==> src/rtl/tlc_multi_phase_if.sv <==
// Signal bundle between the intersection controller and its environment.
// master = environment (drives requests, reads lamps); slave = controller.
interface tlc_multi_phase_if #(
  parameter int N_APPR = 4,
  parameter int PW     = (N_APPR > 1) ? $clog2(N_APPR) : 1
);
  logic                  en;
  logic [N_APPR-1:0]     demand;
  logic                  emerg;
  logic [PW-1:0]         emerg_sel;
  logic [3*N_APPR-1:0]   lights;
  logic [PW-1:0]         cur_phase;
  logic [1:0]            fsm_state;
  logic                  preempt;

  modport master (
    output en, demand, emerg, emerg_sel,
    input  lights, cur_phase, fsm_state, preempt
  );

  modport slave (
    input  en, demand, emerg, emerg_sel,
    output lights, cur_phase, fsm_state, preempt
  );
endinterface

==> src/rtl/tlc_multi_phase.sv <==
// N-approach traffic light controller: round-robin green rotation with
// demand skipping, programmable green/yellow/all-red times and emergency
// pre-emption. All outputs are decoded directly from the state registers.
module tlc_multi_phase #(
  parameter int N_APPR = 4,
  parameter int TG     = 12,
  parameter int TY     = 3,
  parameter int TAR    = 1
) (
  input  logic              clk,
  input  logic              rst,
  tlc_multi_phase_if.slave  bus
);
  localparam int PW   = (N_APPR > 1) ? $clog2(N_APPR) : 1;
  localparam int PW1  = PW + 1;
  localparam int TMAX = (TG > TY) ? ((TG > TAR) ? TG : TAR) : ((TY > TAR) ? TY : TAR);
  localparam int TW   = (TMAX > 1) ? $clog2(TMAX + 1) : 1;

  localparam logic [TW-1:0] TG_LD  = TW'(TG - 1);
  localparam logic [TW-1:0] TY_LD  = TW'(TY - 1);
  localparam logic [TW-1:0] TAR_LD = TW'((TAR > 0) ? TAR - 1 : 0);
  localparam logic [PW:0]   N_LIM  = PW1'(N_APPR);

  typedef enum logic [1:0] {
    S_GREEN  = 2'd0,
    S_YELLOW = 2'd1,
    S_ALLRED = 2'd2
  } state_t;

  state_t          state_q, state_d;
  logic [PW-1:0]   phase_q, phase_d;
  logic [TW-1:0]   timer_q, timer_d;
  logic            preempt_q, preempt_d;

  logic            emerg_ok;
  logic [PW-1:0]   next_norm;
  logic [PW-1:0]   next_phase;
  logic [2:0]      owner_lamp;
  int              idx;

  // An emergency target outside the approach range is treated as no request.
  assign emerg_ok = bus.emerg && ({1'b0, bus.emerg_sel} < N_LIM);

  // Demand-driven successor: nearest demanding approach after the owner,
  // the owner itself only if nobody else wants it, plain +1 if nobody does.
  always_comb begin
    next_norm = PW'((int'(phase_q) + 1) % N_APPR);
    idx       = 0;
    for (int k = N_APPR; k >= 1; k--) begin
      idx = (int'(phase_q) + k) % N_APPR;
      if (bus.demand[PW'(idx)]) next_norm = PW'(idx);
    end
  end

  assign next_phase = emerg_ok ? bus.emerg_sel : next_norm;

  // Next-state logic: timer counts down, zero at an enabled edge means leave.
  always_comb begin
    state_d   = state_q;
    phase_d   = phase_q;
    timer_d   = timer_q;
    preempt_d = preempt_q;
    if (bus.en) begin
      preempt_d = emerg_ok;
      case (state_q)
        S_GREEN: begin
          if (emerg_ok && (bus.emerg_sel == phase_q)) begin
            timer_d = TG_LD;                 // hold the pre-empted green
          end else if (emerg_ok || (timer_q == '0)) begin
            state_d = S_YELLOW;
            timer_d = TY_LD;
          end else begin
            timer_d = timer_q - TW'(1);
          end
        end
        S_YELLOW: begin
          if (timer_q != '0) begin
            timer_d = timer_q - TW'(1);
          end else if (TAR > 0) begin
            state_d = S_ALLRED;
            timer_d = TAR_LD;
          end else begin
            state_d = S_GREEN;
            phase_d = next_phase;
            timer_d = TG_LD;
          end
        end
        S_ALLRED: begin
          if (timer_q != '0) begin
            timer_d = timer_q - TW'(1);
          end else begin
            state_d = S_GREEN;
            phase_d = next_phase;
            timer_d = TG_LD;
          end
        end
        default: begin
          state_d = S_GREEN;
          phase_d = '0;
          timer_d = TG_LD;
        end
      endcase
    end
  end

  // State registers with asynchronous return to approach 0 green.
  always_ff @(posedge clk or posedge rst) begin
    if (rst) begin
      state_q   <= S_GREEN;
      phase_q   <= '0;
      timer_q   <= TG_LD;
      preempt_q <= 1'b0;
    end else begin
      state_q   <= state_d;
      phase_q   <= phase_d;
      timer_q   <= timer_d;
      preempt_q <= preempt_d;
    end
  end

  // Lamp pattern shown by the owning approach.
  always_comb begin
    owner_lamp = 3'b100;
    case (state_q)
      S_GREEN:  owner_lamp = 3'b001;
      S_YELLOW: owner_lamp = 3'b010;
      default:  owner_lamp = 3'b100;
    endcase
  end

  genvar gi;
  generate
    for (gi = 0; gi < N_APPR; gi++) begin : g_lamp
      assign bus.lights[3*gi +: 3] = (phase_q == PW'(gi)) ? owner_lamp : 3'b100;
    end
  endgenerate

  assign bus.cur_phase = phase_q;
  assign bus.fsm_state = state_q;
  assign bus.preempt   = preempt_q;
endmodule

==> src/flat_wrapper.sv <==
// flat-port wrapper written by rule: the top's interface ports become plain ports
module tlc_multi_phase_flat 
#(
  parameter int N_APPR = 4,
  parameter int TG     = 12,
  parameter int TY     = 3,
  parameter int TAR    = 1
)
  (clk, rst, bus_en, bus_demand, bus_emerg, bus_emerg_sel, bus_lights, bus_cur_phase, bus_fsm_state, bus_preempt);
  tlc_multi_phase_if #(.N_APPR(N_APPR)) bus_i ();
  input  logic clk;
  input  logic rst;
  input wire logic [$bits(bus_i.en)-1:0] bus_en;
  input wire logic [$bits(bus_i.demand)-1:0] bus_demand;
  input wire logic [$bits(bus_i.emerg)-1:0] bus_emerg;
  input wire logic [$bits(bus_i.emerg_sel)-1:0] bus_emerg_sel;
  output wire logic [$bits(bus_i.lights)-1:0] bus_lights;
  output wire logic [$bits(bus_i.cur_phase)-1:0] bus_cur_phase;
  output wire logic [$bits(bus_i.fsm_state)-1:0] bus_fsm_state;
  output wire logic [$bits(bus_i.preempt)-1:0] bus_preempt;
  assign bus_i.en = bus_en;
  assign bus_i.demand = bus_demand;
  assign bus_i.emerg = bus_emerg;
  assign bus_i.emerg_sel = bus_emerg_sel;
  assign bus_lights = bus_i.lights;
  assign bus_cur_phase = bus_i.cur_phase;
  assign bus_fsm_state = bus_i.fsm_state;
  assign bus_preempt = bus_i.preempt;
  tlc_multi_phase #(.N_APPR(N_APPR), .TG(TG), .TY(TY), .TAR(TAR)) u_core (.clk(clk), .rst(rst), .bus(bus_i));
endmodule
==> config.mk <==
export PLATFORM = sky130hd
export DESIGN_NAME = tlc_multi_phase_flat
export DESIGN_NICKNAME = d
export VERILOG_FILES = /design/src/rtl/tlc_multi_phase_if.sv /design/src/rtl/tlc_multi_phase.sv /design/src/flat_wrapper.sv
export SDC_FILE = /design/constraint.sdc
export NUM_CORES = 1
export LEC_CHECK = 0
export CAP_MARGIN = 0
export CORE_MARGIN = 2
export CORE_UTILIZATION = 60
export DETAILED_ROUTE_END_ITERATION = 7
export DONT_BUFFER_PORTS = 1
export GPL_ROUTABILITY_DRIVEN = 0
export PLACE_DENSITY = 0.77
export RECOVER_POWER = 25
export SLEW_MARGIN = 20
export SYNTH_ARGS = -nofsm -noshare
export SYNTH_HDL_FRONTEND = slang
export SYNTH_SLANG_ARGS = --single-unit
==> constraint.sdc <==
create_clock -name clk -period 4.8 [get_ports clk]
set_input_delay 0.48 -clock clk [delete_from_list [all_inputs] [get_ports clk]]
set_output_delay 0.48 -clock clk [all_outputs]
set_load 0.02 [all_outputs]
## Word-level counts from Yosys, hierarchy flattened

Index checks and enable logic that the tools add are counted.

| word-level totals | value |
|---|---|
| flip-flop bits (word level) | 9 |
| latch bits | 0 |
| bits in writable memories | 0 |
| bits in read-only memories | 0 |
| input port bits | 10 |
| output and inout bits | 17 |
| word-level logic and storage cells | 67 |
| memories kept | 0 |

| cells by class | value |
|---|---|
| $add $sub $neg | 5 |
| $mul | 0 |
| div/mod/pow operators | 0 |
| order comparisons | 4 |
| eq/ne operators | 10 |
| shift operators | 0 |
| muxes and demuxes | 34 |
| bitwise gates (word level) | 1 |
| reduce and logical (&&, ||, !) cells | 9 |

Operators with widths:

| kind | number |
|---|---|
| two-way mux 2 bit | 10 |
| less-than comparator 2 x 4 -> 1 bit, second input constant | 4 |
| two-way mux 4 bit | 4 |
| two-way mux 3 bit | 4 |
| case mux 4 bit (3 select lines) | 1 |
| binary-select mux 1 bit (select 2 bit) | 4 |
| two-way mux 1 bit | 8 |
| equality test 2 bit, second input constant | 3 |
| != test 2 bit, second input constant | 3 |
| case mux 2 bit (3 select lines) | 1 |
| case mux 3 bit (2 select lines) | 1 |
| AND reduction 5 bit | 1 |
| adder 2 x 1 -> 2 bit, second input constant | 2 |
| adder 2 bit, second input constant | 2 |
| equality test 2 x 1 -> 1 bit, second input constant | 2 |
| zero test 2 bit | 2 |
| zero test 4 bit | 1 |
| case mux 2 bit (2 select lines) | 1 |
| nonzero test 4 bit | 1 |
| subtractor 4 x 1 -> 4 bit, second input constant | 1 |
| AND reduction 3 bit | 1 |
| equality test 2 bit | 1 |
| != test 2 x 1 -> 1 bit, second input constant | 1 |
| OR reduction 2 bit | 1 |
| other kinds (3) | 3 |

## Longest topological paths before layout

| logic depth | value |
|---|---|
| word-level depth | 11 |
| depth in mapped cells | 8 |
| mapped depth without buffers | 7 |

## Worst setup path before layout

Ideal clock, no wire load.

| path | value |
|---|---|
| kind | reg2out |
| from | register u_core.phase_q[0], in the netlist u_core.bus.cur_phase[0] |
| to | output port bus_lights[6] |
| data arrival time | 1457 ps |
| setup slack | 2863 ps |
| cell stages (with the launch flop) | 6 |
| path buffers | 1 |
| cell sequence | dfrtp_1 buf_4 inv_1 ha_1 nand2_1 nor2_1 |

| on the way | value |
|---|---|
| word-level cells in the longest chain between the ends | 2 |

Ends and longest elaborated chain:

| element | RTL line | RTL |
|---|---|---|
| start, declared | tlc_multi_phase.sv:31 | `logic [PW-1:0] phase_q, phase_d;` |
| start signal, assigned | tlc_multi_phase.sv:115 | `phase_q <= phase_d;` |
| equality test 2 bit | tlc_multi_phase.sv:134 | `assign bus.lights[3*gi +: 3] = (phase_q == PW'(gi)) ? owner_lamp : 3'b100;` |
| two-way mux 3 bit | tlc_multi_phase.sv:134 |  |
| end, declared | flat_wrapper.sv:17 | `output wire logic [$bits(bus_i.lights)-1:0] bus_lights;` |

No other way between the ends.

## Worst setup path in the final report

Ends and elaborated chain as after synthesis.

==> summary.md <==
| Metric | Value |
|---|---|
| Result of the run | `complete, no violations` |
| Most instantiated flip-flop cell in the synthesis netlist | `sky130_fd_sc_hd__dfrtp_1` |
| Fraction of final layout cells sized beyond drive strength 1 | `0.118` |
| Critical path capture point type | `output pin` |
| Wire length of the first global-routing pass | `approximately 3300 µm` |
| # fillers | `129` |
| Class of the most critical setup path | `flip-flop to output pin` |
| Routed WL | `1940 µm` |
| Post-Place Worst Slack | `2630 ps` |
| Count of hold buffers inserted by post-cts repair | `0` |
| CTS HTree Levels | `1` |
| Finished Layout Cells | `126` |
| Full die area | `roughly 1800 µm²` |
| Routed vias | `between 800 and 900` |
| Buffers and inverters on the worst path | `1` |
| Final number of setup-violating endpoints | `0` |
| Critical Path AT | `1850 ps` |
| CP Max Fanout | `11` |
| Final hold vios | `0` |
| Sequential cell area fraction in the yosys report | `0.253` |
| Core Box Area | `~1500 µm²` |
| Critical path cell sequence | `inv_1 -> ha_1 -> nand2_1 -> nor2_1` |
| Synth warnings | `0` |
| Required time at the worst-slack endpoint | `between 4000 and 5000 ps` |
| Overall die height | `42.8 µm` |
| Slowest cell on the critical path | `sky130_fd_sc_hd__dfrtp_1` |
| Worst Max-Slew Pin Slew | `626 ps` |
| Layout net count | `126` |
| Distinct cells, synth | `38` |
| # port buffers | `0` |
| Share of the clock period used by the worst path after layout | `0.486` |
| CTS clk-pin slew, worst paths | `60 ps` |
| Antenna violations before repair | `0` |
| Peak Freq | `0.428 GHz` |
| Peak supply drop | `approximately 0.28 mV` |
| Max clock buf depth | `2` |
| Cell type group with the largest total delay on the critical path | `flip-flops` |
| Setup repair after global routing missed its margin | `no` |
| Clock tree from TritonCTS | `built` |
| Static leakage power | `0.376 nW` |
| Average vias per placed instance | `around 6.4` |
| Final worst hold slack | `about 60 ps` |
| Number of placed instances, taps included | `122` |
| Clock Latency Late Sink | `between 200 and 300 ps` |
| Number of remaining DRC errors | `0` |
| Post-CTS Resized | `0` |
| Post-synth ARST share | `1.00` |
| Clock skew | `around 8.6 ps` |
| HPWL reported at the end of detailed placement | `1440 µm` |
| Total power divided by cell area | `between 600 and 700 nW/µm²` |
| Count of flip-flops with a built-in enable after synthesis | `0` |
| Number of top-level design ports | `27` |
| Vias in the first global route | `roughly 780` |
| Final Max Tran Viols | `0` |
| Final-layout setup total negative slack | `0 ps` |
| Number of register bits inferred by synthesis | `9` |
| DIE WIDTH | `42.8 µm` |
| Total of max-cap violations | `0` |
| Longest individual stage delay on the worst path | `580 ps` |
| Detailed-route wire length per cell | `15.4 µm` |
| Post-synthesis instance area | `905 µm²` |
| Avg Inst Size Synth | `7.94 µm²` |
| Number of buffers inserted to repair setup after CTS | `0` |
| Max-slew headroom | `0.581` |
| GRT Overall Usage | `0.236` |
| Shortest clock period the worst path allows after layout | `2330 ps` |
| Initial DRC Count | `22` |
| Root buffer selected by CTS | `sky130_fd_sc_hd__clkbuf_4` |
| Worst Setup Start Kind | `flip-flop` |
| Total clock sinks | `9` |
| Final core area utilization | `0.623` |
| Initial core utilization | `0.622` |
| Area delta synth->final | `0.138%` |
| Final ANT Viol Nets | `0` |
| Number of cell rows | `14` |
| 1st-pass router iterations | `4` |
| Number of diodes added for antenna fixing | `0` |
| PnR worst setup slack | `2470 ps` |
| Pin count of the biggest net entering global routing | `17` |
| Grt total ovfl | `0` |
| Number of buffers inserted during clock tree synthesis | `3` |
| Number of cells produced by synthesis | `about 110` |
| Syn_nets | `129` |
| Type of the most critical hold path | `primary input to async pin` |
## metrics by stage
| stage | cell area [µm²] | power, W |
|---|---|---|
| after global routing | 906 | 0.000623 |
| after detailed placement | 880 | 0.000515 |
| after global placement | 880 | 0.000506 |
| after CTS | 906 | 0.000576 |
| final | 906 | 0.000573 |
| after floorplan | 905 | 0.000479 |
## cell usage in the layout, fill, tap and decap left out, drive strengths merged
cell / n
or3: 1
o21a: 3
a211o: 1
nor4b: 1
o211a: 1
o311ai: 1
o221ai: 1
a21oi: 10
nand4b: 1
nor3b: 3
nand2: 13
nand3: 1
a221oi: 2
a211oi: 1
o21ai: 9
a31oi: 1
mux2: 1
mux4: 1
o31ai: 3
nor3: 3
dfrtp: 6
a21o: 1
nor2: 15
xor2: 2
o32ai: 1
or3b: 1
inv: 8
clkbuf: 4
nand2b: 2
mux2i: 4
dfstp: 3
ha: 5
## power breakdown
part	total, W	internal [W]	switching [W]
clock network	0.0000588	0.0000320	0.0000268
logic	0.000312	0.000115	0.000197
registers	0.000202	0.000115	0.0000869
## cells by family after synthesis
logic type | synth area share
xor gates and xnor gates | 0.0194
adders and majority gates | 0.0692
AOI/OAI and AO/OA | 0.272
buffers and inverters | 0.0830
and+or+nand+nor | 0.221
DFF | 0.253
muxes | 0.0816
## registers in the layout (all words and copies together) (netlist names)
| signal | flops |
|---|---|
| u_core.timer_q | 4 |
| u_core.bus.preempt | 1 |
| u_core.bus.cur_phase | 2 |
| u_core.bus.fsm_state | 2 |
## worst reg2reg max path, delay by kind of cell, from the launching register on
kind,cells,cell delay (ps)
multiplexers,1,160
buffers and inverters,2,320
flip-flops,1,690
adder cells (fa/ha/maj),1,390
AO/OA/AOI/OAI,3,540
## final cells by class
cell class                      count  area [µm²]  area share
Inverter                            8        30.0      0.0331
Clock buffer                        4        26.3      0.0290
Tap cell                           16        20.0      0.0221
Sequential cell                     9         229       0.253
Multi-Input combinational cell     89         601       0.663
## path summary, 6_finish.rpt
check | startpoint | to | slack (ps) | depth (start not counted)
max in group asynchronous | rst | u_core.timer_q[0] | 4430 | 1
worst min register to register | u_core.timer_q[1] | u_core.timer_q[1] | 510 | 2
worst max-delay path | u_core.bus.cur_phase[0] | bus_lights[6] | 2470 | 4
worst max register to register | u_core.bus.cur_phase[0] | u_core.bus.cur_phase[1] | 2610 | 7
worst min-delay path | rst | u_core.bus.fsm_state[1] | 60 | 1
min in group clk | bus_en | u_core.timer_q[1] | 310 | 1
## Yosys cell counts, types with 2 or more instances
| cell type | count | area (µm²) |
|---|---|---|
| sky130_fd_sc_hd__nor2_1 | 15 | 56.3 |
| sky130_fd_sc_hd__nand2_1 | 13 | 48.8 |
| sky130_fd_sc_hd__a21oi_1 | 9 | 45.0 |
| sky130_fd_sc_hd__o21ai_0 | 9 | 45.0 |
| sky130_fd_sc_hd__inv_1 | 8 | 30.0 |
| sky130_fd_sc_hd__dfrtp_1 | 6 | 150 |
| sky130_fd_sc_hd__ha_1 | 5 | 62.6 |
| sky130_fd_sc_hd__mux2i_1 | 4 | 40.0 |
| sky130_fd_sc_hd__buf_2 | 3 | 15.0 |
| sky130_fd_sc_hd__clkbuf_1 | 3 | 11.3 |
| sky130_fd_sc_hd__dfstp_2 | 3 | 78.8 |
| sky130_fd_sc_hd__nor3_1 | 3 | 15.0 |
| sky130_fd_sc_hd__o21a_1 | 3 | 22.5 |
| sky130_fd_sc_hd__a221oi_1 | 2 | 17.5 |
| sky130_fd_sc_hd__nand2b_1 | 2 | 12.5 |
| sky130_fd_sc_hd__nor3b_1 | 2 | 15.0 |
| sky130_fd_sc_hd__o31ai_1 | 2 | 15.0 |
| sky130_fd_sc_hd__xor2_1 | 2 | 17.5 |
## metal layers
layer	part of all wire	vias up	global-route usage
met5	0	-	0
met1	0.45	379	0.317
li1	-	398	-
met2	0.46	35	0.367
met4	0	0	0.0313
met3	0.090	0	0.0936
No activity file was read; power rests on OpenSTA's default activity.
